`src/rtl/snow64_pipe_stage_if_id_fetch_queue.sv`:
```
// Snow64 IF/ID fetch front end: owns the fetch PC, issues credit-limited icache
// requests and buffers returned words with their PCs for decode.
module snow64_pipe_stage_if_id_fetch_queue #(
    parameter int                    INSTR_WIDTH = 32,
    parameter int                    ADDR_WIDTH  = 64,
    parameter int                    FETCH_DEPTH = 4,
    parameter logic [ADDR_WIDTH-1:0] RESET_PC    = '0,
    parameter int                    PC_STEP     = 4
) (
    input  logic                   clk,
    input  logic                   rst,
    output logic                   icache_req_valid,
    input  logic                   icache_req_ready,
    output logic [ADDR_WIDTH-1:0]  icache_req_addr,
    input  logic                   icache_resp_valid,
    input  logic [INSTR_WIDTH-1:0] icache_resp_instr,
    input  logic                   ex_redirect_valid,
    input  logic [ADDR_WIDTH-1:0]  ex_redirect_pc,
    input  logic                   ctrl_stall,
    output logic                   out_valid,
    input  logic                   out_ready,
    output logic [INSTR_WIDTH-1:0] out_instr,
    output logic [ADDR_WIDTH-1:0]  out_pc,
    output logic                   out_fetch_busy
);

    localparam int CW = $clog2(FETCH_DEPTH + 1);
    localparam int PW = (FETCH_DEPTH > 1) ? $clog2(FETCH_DEPTH) : 1;
    localparam logic [ADDR_WIDTH-1:0] STEP     = ADDR_WIDTH'(PC_STEP);
    localparam logic [CW:0]           DEPTH_X  = (CW + 1)'(FETCH_DEPTH);
    localparam logic [PW-1:0]         LAST_PTR = PW'(FETCH_DEPTH - 1);

    function automatic logic [PW-1:0] ptr_inc(input logic [PW-1:0] p);
        return (p == LAST_PTR) ? '0 : p + PW'(1);
    endfunction

    logic [INSTR_WIDTH-1:0] q_instr [FETCH_DEPTH];
    logic [ADDR_WIDTH-1:0]  q_pc    [FETCH_DEPTH];

    logic [ADDR_WIDTH-1:0] fetch_pc;
    logic [ADDR_WIDTH-1:0] resp_pc;
    logic [CW-1:0]         count;
    logic [CW-1:0]         outstanding;
    logic [CW-1:0]         drop;
    logic [PW-1:0]         rd_ptr;
    logic [PW-1:0]         wr_ptr;

    logic [CW:0]   in_use;
    logic [CW-1:0] outstanding_dec;
    logic          req_ok;
    logic          accept;
    logic          resp;
    logic          push;
    logic          pop;
    logic          head_valid;

    // Credits cover both in-flight requests and buffered words, so the queue never overflows.
    assign in_use          = {1'b0, outstanding} + {1'b0, count};
    assign req_ok          = !rst && !ex_redirect_valid && (in_use < DEPTH_X);
    assign accept          = req_ok && icache_req_ready;
    assign resp            = icache_resp_valid && !rst;
    assign outstanding_dec = outstanding - CW'(resp);
    assign push            = resp && (drop == '0) && !ex_redirect_valid;
    assign head_valid      = (count != '0);
    assign pop             = head_valid && out_ready && !ctrl_stall && !ex_redirect_valid;

    assign icache_req_valid = req_ok;
    assign icache_req_addr  = rst ? '0 : fetch_pc;
    assign out_valid        = !rst && head_valid;
    assign out_instr        = out_valid ? q_instr[rd_ptr] : '0;
    assign out_pc           = out_valid ? q_pc[rd_ptr] : '0;
    assign out_fetch_busy   = !rst && (outstanding != '0);

    always_ff @(posedge clk) begin
        if (rst) begin
            fetch_pc    <= RESET_PC;
            resp_pc     <= RESET_PC;
            count       <= '0;
            outstanding <= '0;
            drop        <= '0;
            rd_ptr      <= '0;
            wr_ptr      <= '0;
        end else begin
            outstanding <= outstanding_dec + CW'(accept);
            if (ex_redirect_valid) begin
                // Everything still in flight after this cycle's response is stale.
                fetch_pc <= ex_redirect_pc;
                resp_pc  <= ex_redirect_pc;
                count    <= '0;
                rd_ptr   <= '0;
                wr_ptr   <= '0;
                drop     <= outstanding_dec;
            end else begin
                if (accept) fetch_pc <= fetch_pc + STEP;
                if (push) begin
                    resp_pc <= resp_pc + STEP;
                    wr_ptr  <= ptr_inc(wr_ptr);
                end
                if (pop) rd_ptr <= ptr_inc(rd_ptr);
                if (resp && (drop != '0)) drop <= drop - CW'(1);
                case ({push, pop})
                    2'b10:   count <= count + CW'(1);
                    2'b01:   count <= count - CW'(1);
                    default: count <= count;
                endcase
            end
        end
    end

    always_ff @(posedge clk) begin
        if (push) begin
            q_instr[wr_ptr] <= icache_resp_instr;
            q_pc[wr_ptr]    <= resp_pc;
        end
    end

endmodule

```
`config.mk`:
```
export PLATFORM = sky130hd
export DESIGN_NAME = snow64_pipe_stage_if_id_fetch_queue
export DESIGN_NICKNAME = d
export VERILOG_FILES = /design/src/rtl/snow64_pipe_stage_if_id_fetch_queue.sv
export SDC_FILE = /design/constraint.sdc
export NUM_CORES = 1
export LEC_CHECK = 0
export CAP_MARGIN = 20
export CORE_MARGIN = 2
export CORE_UTILIZATION = 30
export CTS_BUF_LIST = sky130_fd_sc_hd__clkbuf_4 sky130_fd_sc_hd__clkbuf_8 sky130_fd_sc_hd__clkbuf_16
export DETAILED_ROUTE_END_ITERATION = 8
export GPL_TIMING_DRIVEN = 0
export SLEW_MARGIN = 10
export SYNTH_ARGS = -nofsm -noshare
export SYNTH_HDL_FRONTEND = slang
export SYNTH_SLANG_ARGS = --single-unit
```
`constraint.sdc`:
```
create_clock -name clk -period 4.4 [get_ports clk]
set_input_delay 0.66 -clock clk [delete_from_list [all_inputs] [get_ports clk]]
set_output_delay 0.66 -clock clk [all_outputs]
set_load 0.02 [all_outputs]
```
Yosys cells after proc, flatten, opt, wreduce, memory -nomap -nowiden
Memory sizes are Yosys's and may differ from the RTL's. A register that Yosys moved wholly into a read port is not among the register bits.
Index checks and enable logic that the tools add are counted.
W data, S select, Z words.
{"block": "totals", "mem_bits_rw": 384, "wordCells": 66, "out_inout_bits": 163, "mem_count": 2, "reg_bits": 141}
{"block": "classes", "n_addsub": 10, "mux": 18, "order_cmp": 1, "eq_ne": 4, "n_reduce_logical": 24}
{"name": "q_pc", "depth": 4, "width": 64, "rd": 1, "rd_clocked_by_memory_dff": 1, "write_ports": 1, "line_no": "38", "rtl": "logic [ADDR_WIDTH-1:0] q_pc [FETCH_DEPTH];"}
{"name": "q_instr", "depth": 4, "width": 32, "rd": 1, "rd_clocked_by_memory_dff": 1, "write_ports": 1, "line_no": "37", "rtl": "logic [INSTR_WIDTH-1:0] q_instr [FETCH_DEPTH];"}
{"operator": "$mux W64", "count": 6}
{"operator": "$add A64 B3 Y64 const B", "count": 2}
{"operator": "$mux W32", "count": 1}
{"operator": "$logic_and A1 B1 Y1", "count": 12}
{"operator": "$mux W2", "count": 6}
{"operator": "$reduce_bool A3 Y1", "count": 3}
{"operator": "$reduce_bool A2 Y1", "count": 4}
{"operator": "$eq A2 B2 Y1 const B", "count": 3}
{"operator": "$mux W3", "count": 2}
{"operator": "$pmux W3 S2", "count": 1}
{"operator": "$sub A3 B1 Y3 const B", "count": 2}
{"operator": "$add A2 B1 Y2 const B", "count": 2}
{"operator": "$add A3 B3 Y4", "count": 1}
{"operator": "$lt A4 B3 Y1 const B", "count": 1}
{"operator": "$add A3 B1 Y3", "count": 1}
{"operator": "$add A3 B1 Y3 const B", "count": 1}
{"operator": "$logic_not A1 Y1", "count": 3}
{"operator": "$logic_not A3 Y1", "count": 1}
{"operator": "$sub A3 B1 Y3", "count": 1}
{"operator": "$eq A2 B1 Y1 const B", "count": 1}
{"operator": "$mux W1", "count": 2}
{"operator": "$reduce_or A2 Y1", "count": 1}

Longest topological paths before layout
Gate-level depths: netlist of run 1.
{"block": "depth", "ltp_word": 6, "mapped_depth": 12, "mapped_depth_nobuf": 11}

Least setup slack after synthesis of run 1
Ideal clock, no wire load.
{"block": "synth_path", "kind": "in2reg", "from": "input ex_redirect_valid", "to": "memory q_instr[0][0] (enable)", "required_ns": 3.934, "arrival_ns": 3.954, "path_slack_ns": -0.020, "setup_ns": 0.466, "cell_stages": 6, "n_path_buf": 4, "cell_sequence": "clkbuf_1 > inv_1 > clkbuf_1 > clkbuf_1 > clkbuf_1 > and3_1"}
{"block": "synth_between", "elab_chain_len": 4}
{"element": "start: declaration", "line_no": "17", "rtl": "input logic ex_redirect_valid,"}
{"element": "$logic_not A1 Y1", "line_no": "63", "rtl": "assign push = resp && (drop == '0) && !ex_redirect_valid;"}
{"element": "$logic_and A1 B1 Y1", "line_no": "63"}
{"element": "$mux W1", "line_no": "111", "rtl": "if (push) begin"}
{"element": "$mux W1 (not written as such)", "line_no": "112", "rtl": "q_instr[wr_ptr] <= icache_resp_instr;"}
{"element": "end: declaration", "line_no": "37"}
No other way between the ends.

Worst setup path after layout of run 1
{"block": "layout_path", "from": "input rst", "to": "output icache_req_addr[24]"}
{"block": "layout_between", "elab_chain_len": 1}
{"element": "start: declaration", "line_no": "11", "rtl": "input logic rst,"}
{"element": "$mux W64", "line_no": "68", "rtl": "assign icache_req_addr = rst ? '0 : fetch_pc;"}
{"element": "end: declaration", "line_no": "14", "rtl": "output logic [ADDR_WIDTH-1:0] icache_req_addr,"}
No other way between the ends.

==> results of run 1 <==
worst max-delay path by stage:
stage	slack [ns]	end	startpoint
final	0.18	icache_req_addr[24]	rst
after global placement	-1.43	out_pc[36]	rst
after floorplan	1.05	q_instr[0][0]	ex_redirect_valid
after detailed placement	-0.34	out_pc[36]	rst
after global routing	0.04	out_pc[42]	flip-flop
after CTS	0.02	icache_req_addr[39]	rst
worst min-delay path, stage by stage, from the launching register on:
cell	delay, ns
dfxtp_1	0.30
nand2_1	0.05
a21oi_1	0.05
state kept, by name, indices dropped and copies added (netlist names), named ones only:
name         flops
count            3
drop             3
fetch_pc        64
outstanding      3
q_instr        128
q_pc           256
rd_ptr           2
resp_pc         64
wr_ptr           2
per-layer routing:
layer	routed length [um]	vias to the layer above	share of wire, %
li1	-	7217	-
met3	5630	115	7.6
met4	2490	4	3.4
met2	33400	716	45
met5	17	-	0.023
met1	32300	8054	44
repair_timing:
action                     CTS  global route
hold endpoints to repair     0             0
resized for setup            9             4
setup endpoints to repair   90            30
pin swaps                    0             0
cell families (layout without fill, tap and decap cells):
group	Yosys count	after routing
muxes	103	103
other	0	2
buffers and inverters	151	532
and+or+nand+nor	619	619
xor gates and xnor gates	73	73
AOI/OAI and AO/OA	235	235
adders and majority gates	17	17
DFF	527	527
power by group:
part	switching, mW	internal (mW)	total, mW	leakage (nW)
logic	0.420	0.303	0.723	3.71
clock network	2.02	2.97	4.99	0.974
registers	0.149	5.45	5.60	4.69
total	2.59	8.73	11.3	9.37
area by class of cell:
| class | count | area, um2 |
|---|---|---|
| clock buffers | 70 | 1580 |
| repair buffers | 275 | 2880 |
| flip-flops and latches | 527 | 14400 |
| well taps | 1030 | 1290 |
| diodes | 2 | 5.00 |
| clock inverters | 38 | 389 |
| plain buffers | 106 | 439 |
| inverters | 43 | 161 |
| multi-input cells | 1047 | 8070 |
| fillers | 7195 | 46700 |
cell usage after synthesis (4+ instances only):
| library cell | count |
|---|---|
| and4_1 | 18 |
| xnor2_1 | 46 |
| a211oi_1 | 37 |
| nor2b_1 | 61 |
| o211ai_1 | 5 |
| mux2i_1 | 4 |
| a32oi_1 | 7 |
| buf_2 | 10 |
| or2_2 | 4 |
| mux4_2 | 96 |
| and3_1 | 37 |
| or3_1 | 7 |
| o21ai_0 | 31 |
| inv_1 | 43 |
| a21o_1 | 4 |
| dfxtp_1 | 143 |
| nor4_1 | 28 |
| nand4_1 | 40 |
| nor2_1 | 108 |
| or4_1 | 11 |
| nand3_1 | 41 |
| xor2_1 | 27 |
| o22ai_1 | 5 |
| o21bai_1 | 5 |
| a31oi_1 | 24 |
| nand2_1 | 99 |
| a21boi_0 | 16 |
| buf_1 | 13 |
| and2_1 | 104 |
| edfxtp_1 | 384 |
| a221oi_1 | 7 |
| ha_1 | 16 |
| a22oi_1 | 4 |
| nor3_1 | 35 |
| clkbuf_1 | 83 |
| nor4_2 | 4 |
| a21oi_1 | 70 |
per-stage QoR:
step                cells  hold WS (ns)  setup TNS, ns  total power [mW]  instance area [um2]
detailed placement   3028         0.442          -6.07              6.42                27200
finish               3138         0.450              0              11.3                29200
global route         3137         0.472              0              11.7                29200
CTS                  3134         0.451              0              11.4                29200
floorplan            1725         0.432              0              6.00                23000
global placement     3019         0.439        -445.84              6.39                27000
layout by cell type, fill, tap and decap left out, types with 16 or more instances in the layout:
cell type,netlist,routed
a211oi_1,37,37
a21boi_0,16,16
a21oi_1,70,70
a31oi_1,24,24
and2_1,104,104
and3_1,37,33
and4_1,18,18
clkbuf_1,83,77
clkbuf_16,0,59
clkdlybuf4s50_1,0,264
clkinv_2,0,17
dfxtp_1,143,141
edfxtp_1,384,384
ha_1,16,16
inv_1,43,43
mux4_2,96,96
nand2_1,99,99
nand3_1,41,41
nand4_1,40,40
nor2_1,108,107
nor2b_1,61,61
nor3_1,35,35
nor4_1,28,28
o21ai_0,31,31
xnor2_1,46,46
xor2_1,27,27
==> impl_metrics.py, run 1 <==
metrics = {
    "detailed_routing": {
        "drt_first_pass_iters": 6,
        "vias": 16100,
        "drc": 0,
        "drt_iter0_drc": 1660,
        "wire_per_inst_um": 23.6,
        "drt-total-wl_um": 73900,
        "viasPerCell": 5.13,
        "ant_nets": 0,
    },
    "place": {
        "port_buffers": 264,
        "dpl_worst_slack_ns": -0.338,
        "dp_hpwl_um": 52900,
        "globalplace.congestion": 0.922,
    },
    "critical_path": {
        "path_class": "input pin to primary output",
        "cp_num_buf_inv": 5,
        "end_kind": "primary output",
        "slowest_delay_ns": 0.61,
        "r2r-end": "outstanding[1]",
        "critPathTopFamily": "buffers and inverters",
        "path_max_fanout": 10,
        "crit_chain": "clkdlybuf4s50_1 > clkbuf_1 > clkbuf_2 > clkbuf_1 > nor2b_1 > clkdlybuf4s50_1",
        "r2r_cells": 9,
        "cp.depth": 6,
        "slowest_stage": "clkdlybuf4s50_1",
        "cp.required_ns": 3.74,
        "startpoint_type": "input pin",
        "ff2ff_setup_slack_ns": 0.56,
        "crit_arrival_ns": 3.56,
        "r2r-start": "count[2]",
    },
    "synthesis": {
        "synth_xor_area_share_pct": 2.78,
        "synth_cell_types": 67,
        "synth_compound_area_share_pct": 6.57,
        "muxShareOfSynthArea_pct": 9.71,
        "syn_avg_cell_area_um2": 13.3,
        "synthSimpleGateAreaFrac_pct": 14.9,
        "ys_seq_elements": 527,
        "synth-edff-count": 384,
        "netlist.top_cell.by_area": "edfxtp_1",
        "synthTopCellsByArea": "edfxtp_1 (50%), dfxtp_1 (12%), mux4_2 (9.4%), and2_1 (2.8%), nor2_1 (1.8%)",
        "netlist_area_um2": 23000,
        "ys.flop_type": "edfxtp_1",
        "synth_nets": 1845,
        "synth_top_cell_area_share_pct": 50.1,
        "synth_top_family_by_area": "simple AND/OR/NAND/NOR gates",
        "synthAdderAreaFrac_pct": 0.956,
        "yosysWarningCount": 0,
        "seq_area_frac_synth_pct": 62.5,
        "async_flop_share_pct": 0,
        "synth_cells": 1725,
    },
    "global_routing": {
        "grt_pass1_vias": 15700,
        "antenna_found_initial": 4,
        "grt_overflow_total": 0,
        "grt_use_met3_pct": 3.67,
        "grtUsageMet2_pct": 28.3,
        "use_met1_pct": 25.5,
        "grt_max_degree": 38,
        "track_usage_pct": 18.4,
        "grt_pass1_wl_um": 106000,
        "top_usage_layer": "met2",
    },
    "timing": {
        "drv_slew": 0,
        "grt_setup_unrepaired": "false",
        "period_needed_ns": 4.22,
        "layout_setup_ws_ns": 0.175,
        "max_slew_margin_pct": 31.4,
        "hold_violations": 0,
        "fin_crit_sh_pct": 96.0,
        "fmax_mhz": 237,
        "finClkSkew_ns": 0.0182,
        "finalSetupViolations": 0,
        "tightest_slew_ns": 1.03,
    },
    "die": {
        "fp.coreArea_um2": 75900,
        "die_h_um": 281,
        "io_pins": 266,
        "initial_core_util_pct": 30.3,
        "die-area_um2": 79000,
        "fp.dieW_um": 281,
        "rows": 101,
    },
    "hold_path": {
        "hold_path.class": "flip-flop to flip-flop",
        "hold_path_depth": 2,
        "hold_path_end": "fetch_pc[0]",
        "hold_path_startpoint": "fetch_pc[0]",
    },
    "final_layout": {
        "nets": 2177,
        "area_delta_synth_final_pct": 26.9,
        "layout-drive-gt1-share_pct": 12.2,
        "final_util_pct": 38.5,
    },
    "clock_network": {
        "cts-root-buf": "clkbuf_16",
        "cts_made_buffers": 57,
        "cts_hold_buf": 0,
        "post-cts-setup-buffers": 0,
        "insertion_delay_ns": 0.61,
        "clk_path_buf_depth": 3,
        "cts_num_sinks": 527,
        "cts.reportedPaths.clkPinSlew_ns": 0.06,
        "cts_tree": "done",
        "h-tree-depth": 2,
    },
    "pwr": {
        "vdd_drop_max_mv": 0.237,
        "power_density_nw_per_um2": 387,
        "p_leak_nw": 9.37,
    },
    "run_status": {
        "status": "complete, no violations",
    },
    "job": {
        "cap_viol_max_count": 0,
    },
}
No activity file was read; power rests on OpenSTA's default activity.
==> run 2, diff against run 1 <==
- CTS_BUF_LIST: sky130_fd_sc_hd__clkbuf_4 sky130_fd_sc_hd__clkbuf_8 sky130_fd_sc_hd__clkbuf_16 -> unset
==> run 2 against run 1 <==
  * Power shrank 0.39%
  * Sequential share of layout area is essentially flat
  * Worst setup slack gained 0.010 ns
  * Clock power shrank 0.8%
  * Via count shrank 0.54%
  * Critical path depth is the same
==> impl_metrics.py, run 2 (same netlist as run 1, synthesis figures left out) <==
metrics = {
    "pwr": {
        "finalPower_mw": 11.3,
        "vdd_drop_max_mv": 0.238,
        "p_leak_nw": 9.34,
        "power_density_nw_per_um2": 386,
    },
    "hold_path": {
        "hold_path.class": "flip-flop to flip-flop",
    },
    "timing": {
        "finalSetupViolations": 0,
        "hold_violations": 0,
        "period_needed_ns": 4.21,
        "max_slew_margin_pct": 30.5,
        "fin_crit_sh_pct": 95.8,
        "layout_setup_ws_ns": 0.185,
        "finClkSkew_ns": 0.0194,
        "fmax_mhz": 237,
        "grt_setup_unrepaired": "false",
        "tightest_slew_ns": 1.04,
        "drv_slew": 0,
    },
    "die": {
        "rows": 101,
        "fp.coreArea_um2": 75900,
        "fp.dieW_um": 281,
        "die_h_um": 281,
        "die-area_um2": 79000,
        "initial_core_util_pct": 30.3,
        "io_pins": 266,
    },
    "clock_network": {
        "cts_tree": "done",
        "cts_hold_buf": 0,
        "cts.reportedPaths.clkPinSlew_ns": 0.06,
        "h-tree-depth": 2,
        "clk_path_buf_depth": 3,
        "cts_num_sinks": 527,
        "cts_made_buffers": 57,
        "cts-root-buf": "clkbuf_16",
        "insertion_delay_ns": 0.61,
    },
    "critical_path": {
        "path_max_fanout": 10,
        "crit_arrival_ns": 3.55,
        "slowest_stage": "clkdlybuf4s50_1",
        "end_kind": "primary output",
        "startpoint_type": "input pin",
        "cp.required_ns": 3.74,
        "slowest_delay_ns": 0.60,
        "path_class": "input pin to primary output",
        "crit_chain": "clkdlybuf4s50_1 > clkbuf_1 > clkbuf_2 > clkbuf_1 > nor2b_1 > clkdlybuf4s50_1",
    },
    "detailed_routing": {
        "drt-total-wl_um": 73800,
        "ant_nets": 0,
        "drt_first_pass_iters": 5,
        "vias": 16000,
        "viasPerCell": 5.10,
        "wire_per_inst_um": 23.5,
        "drc": 0,
        "drt_iter0_drc": 1723,
    },
    "global_routing": {
        "track_usage_pct": 18.4,
        "grt_pass1_wl_um": 106000,
        "grt_overflow_total": 0,
        "antenna_found_initial": 4,
        "grt_max_degree": 38,
        "grt_pass1_vias": 15800,
    },
    "run_status": {
        "status": "complete, no violations",
    },
    "place": {
        "dp_hpwl_um": 52900,
        "dpl_worst_slack_ns": -0.338,
        "port_buffers": 264,
        "globalplace.congestion": 0.922,
        "placed_cell_area_um2": 27200,
    },
    "final_layout": {
        "largest_register_ffs": 256,
        "area_delta_synth_final_pct": 26.8,
        "layout_commonest_cell": "edfxtp_1",
        "largestRegisters": "q_pc x256, q_instr x128",
        "final_cell_area_um2": 29200,
        "final_cell_mix": "edfxtp_1 (384), clkdlybuf4s50_1 (264), dfxtp_1 (141)",
        "top_register": "q_pc",
        "layout-drive-gt1-share_pct": 11.8,
        "nets": 2177,
    },
    "job": {
        "cap_viol_max_count": 0,
    },
}
run 2: cell counts in the layout (fill, tap and decap cells not counted):
No cell type changed its count.
run 2: routing by layer:
metal  track usage [%]  vias to the layer above  wire, um
li1                  -                     7210         -
met1              25.5                     7955     32200
met2              28.3                      731     33200
met3              3.70                      119      5780
met4              7.01                        4      2530
met5                 0                        -        17
run 2: critical path, delay by kind of cell:
kind / cells / cell delay (ns)
buf+inv: 5 / 2.63
simple gates: 1 / 0.25
run 2: timing repair:
item                                   CTS  global route
setup buffers                            0             0
setup endpoints to repair               90            30
endpoints found under the hold margin    0             0
resized for setup                        9             4
run 2: metrics by stage:
| stage | hold WS [ns] | setup TNS [ns] | cells | utilization, % |
|---|---|---|---|---|
| 2_1_floorplan | 0.432 | 0 | 1725 | - |
| 3_3_place_gp | 0.439 | -445.84 | 3019 | 35.5 |
| 3_5_place_dp | 0.442 | -6.07 | 3028 | 35.8 |
| 4_1_cts | 0.451 | 0 | 3134 | 38.4 |
| 5_1_grt | 0.472 | 0 | 3137 | 38.4 |
| 6_report | 0.450 | 0 | 3138 | 38.4 |
run 2: area by class of cell:
cell class,count,area [um2]
Fill cell,7199,46800
Clock buffer,70,1560
Tap cell,1030,1290
Buffer,106,439
Multi-Input combinational cell,1047,8070
Clock inverter,38,389
Antenna cell,2,5.00
Inverter,43,161
Timing Repair Buffer,275,2880
Sequential cell,527,14400
run 2: path summary, 6_finish.rpt:
| path | from | endpoint | slack [ns] | depth (start not counted) |
|---|---|---|---|---|
| setup / recovery | rst | icache_req_addr[39] | 0.19 | 6 |
| hold / removal | fetch_pc[0] | fetch_pc[0] | 0.45 | 2 |
| setup reg to reg | count[2] | outstanding[1] | 0.58 | 9 |
| hold reg to reg | fetch_pc[0] | fetch_pc[0] | 0.45 | 2 |
run 2: report_power, final:
part	leakage [nW]	internal, mW	switching, mW
clock network	0.950	2.93	2.02
registers	4.69	5.45	0.149
logic	3.71	0.303	0.419
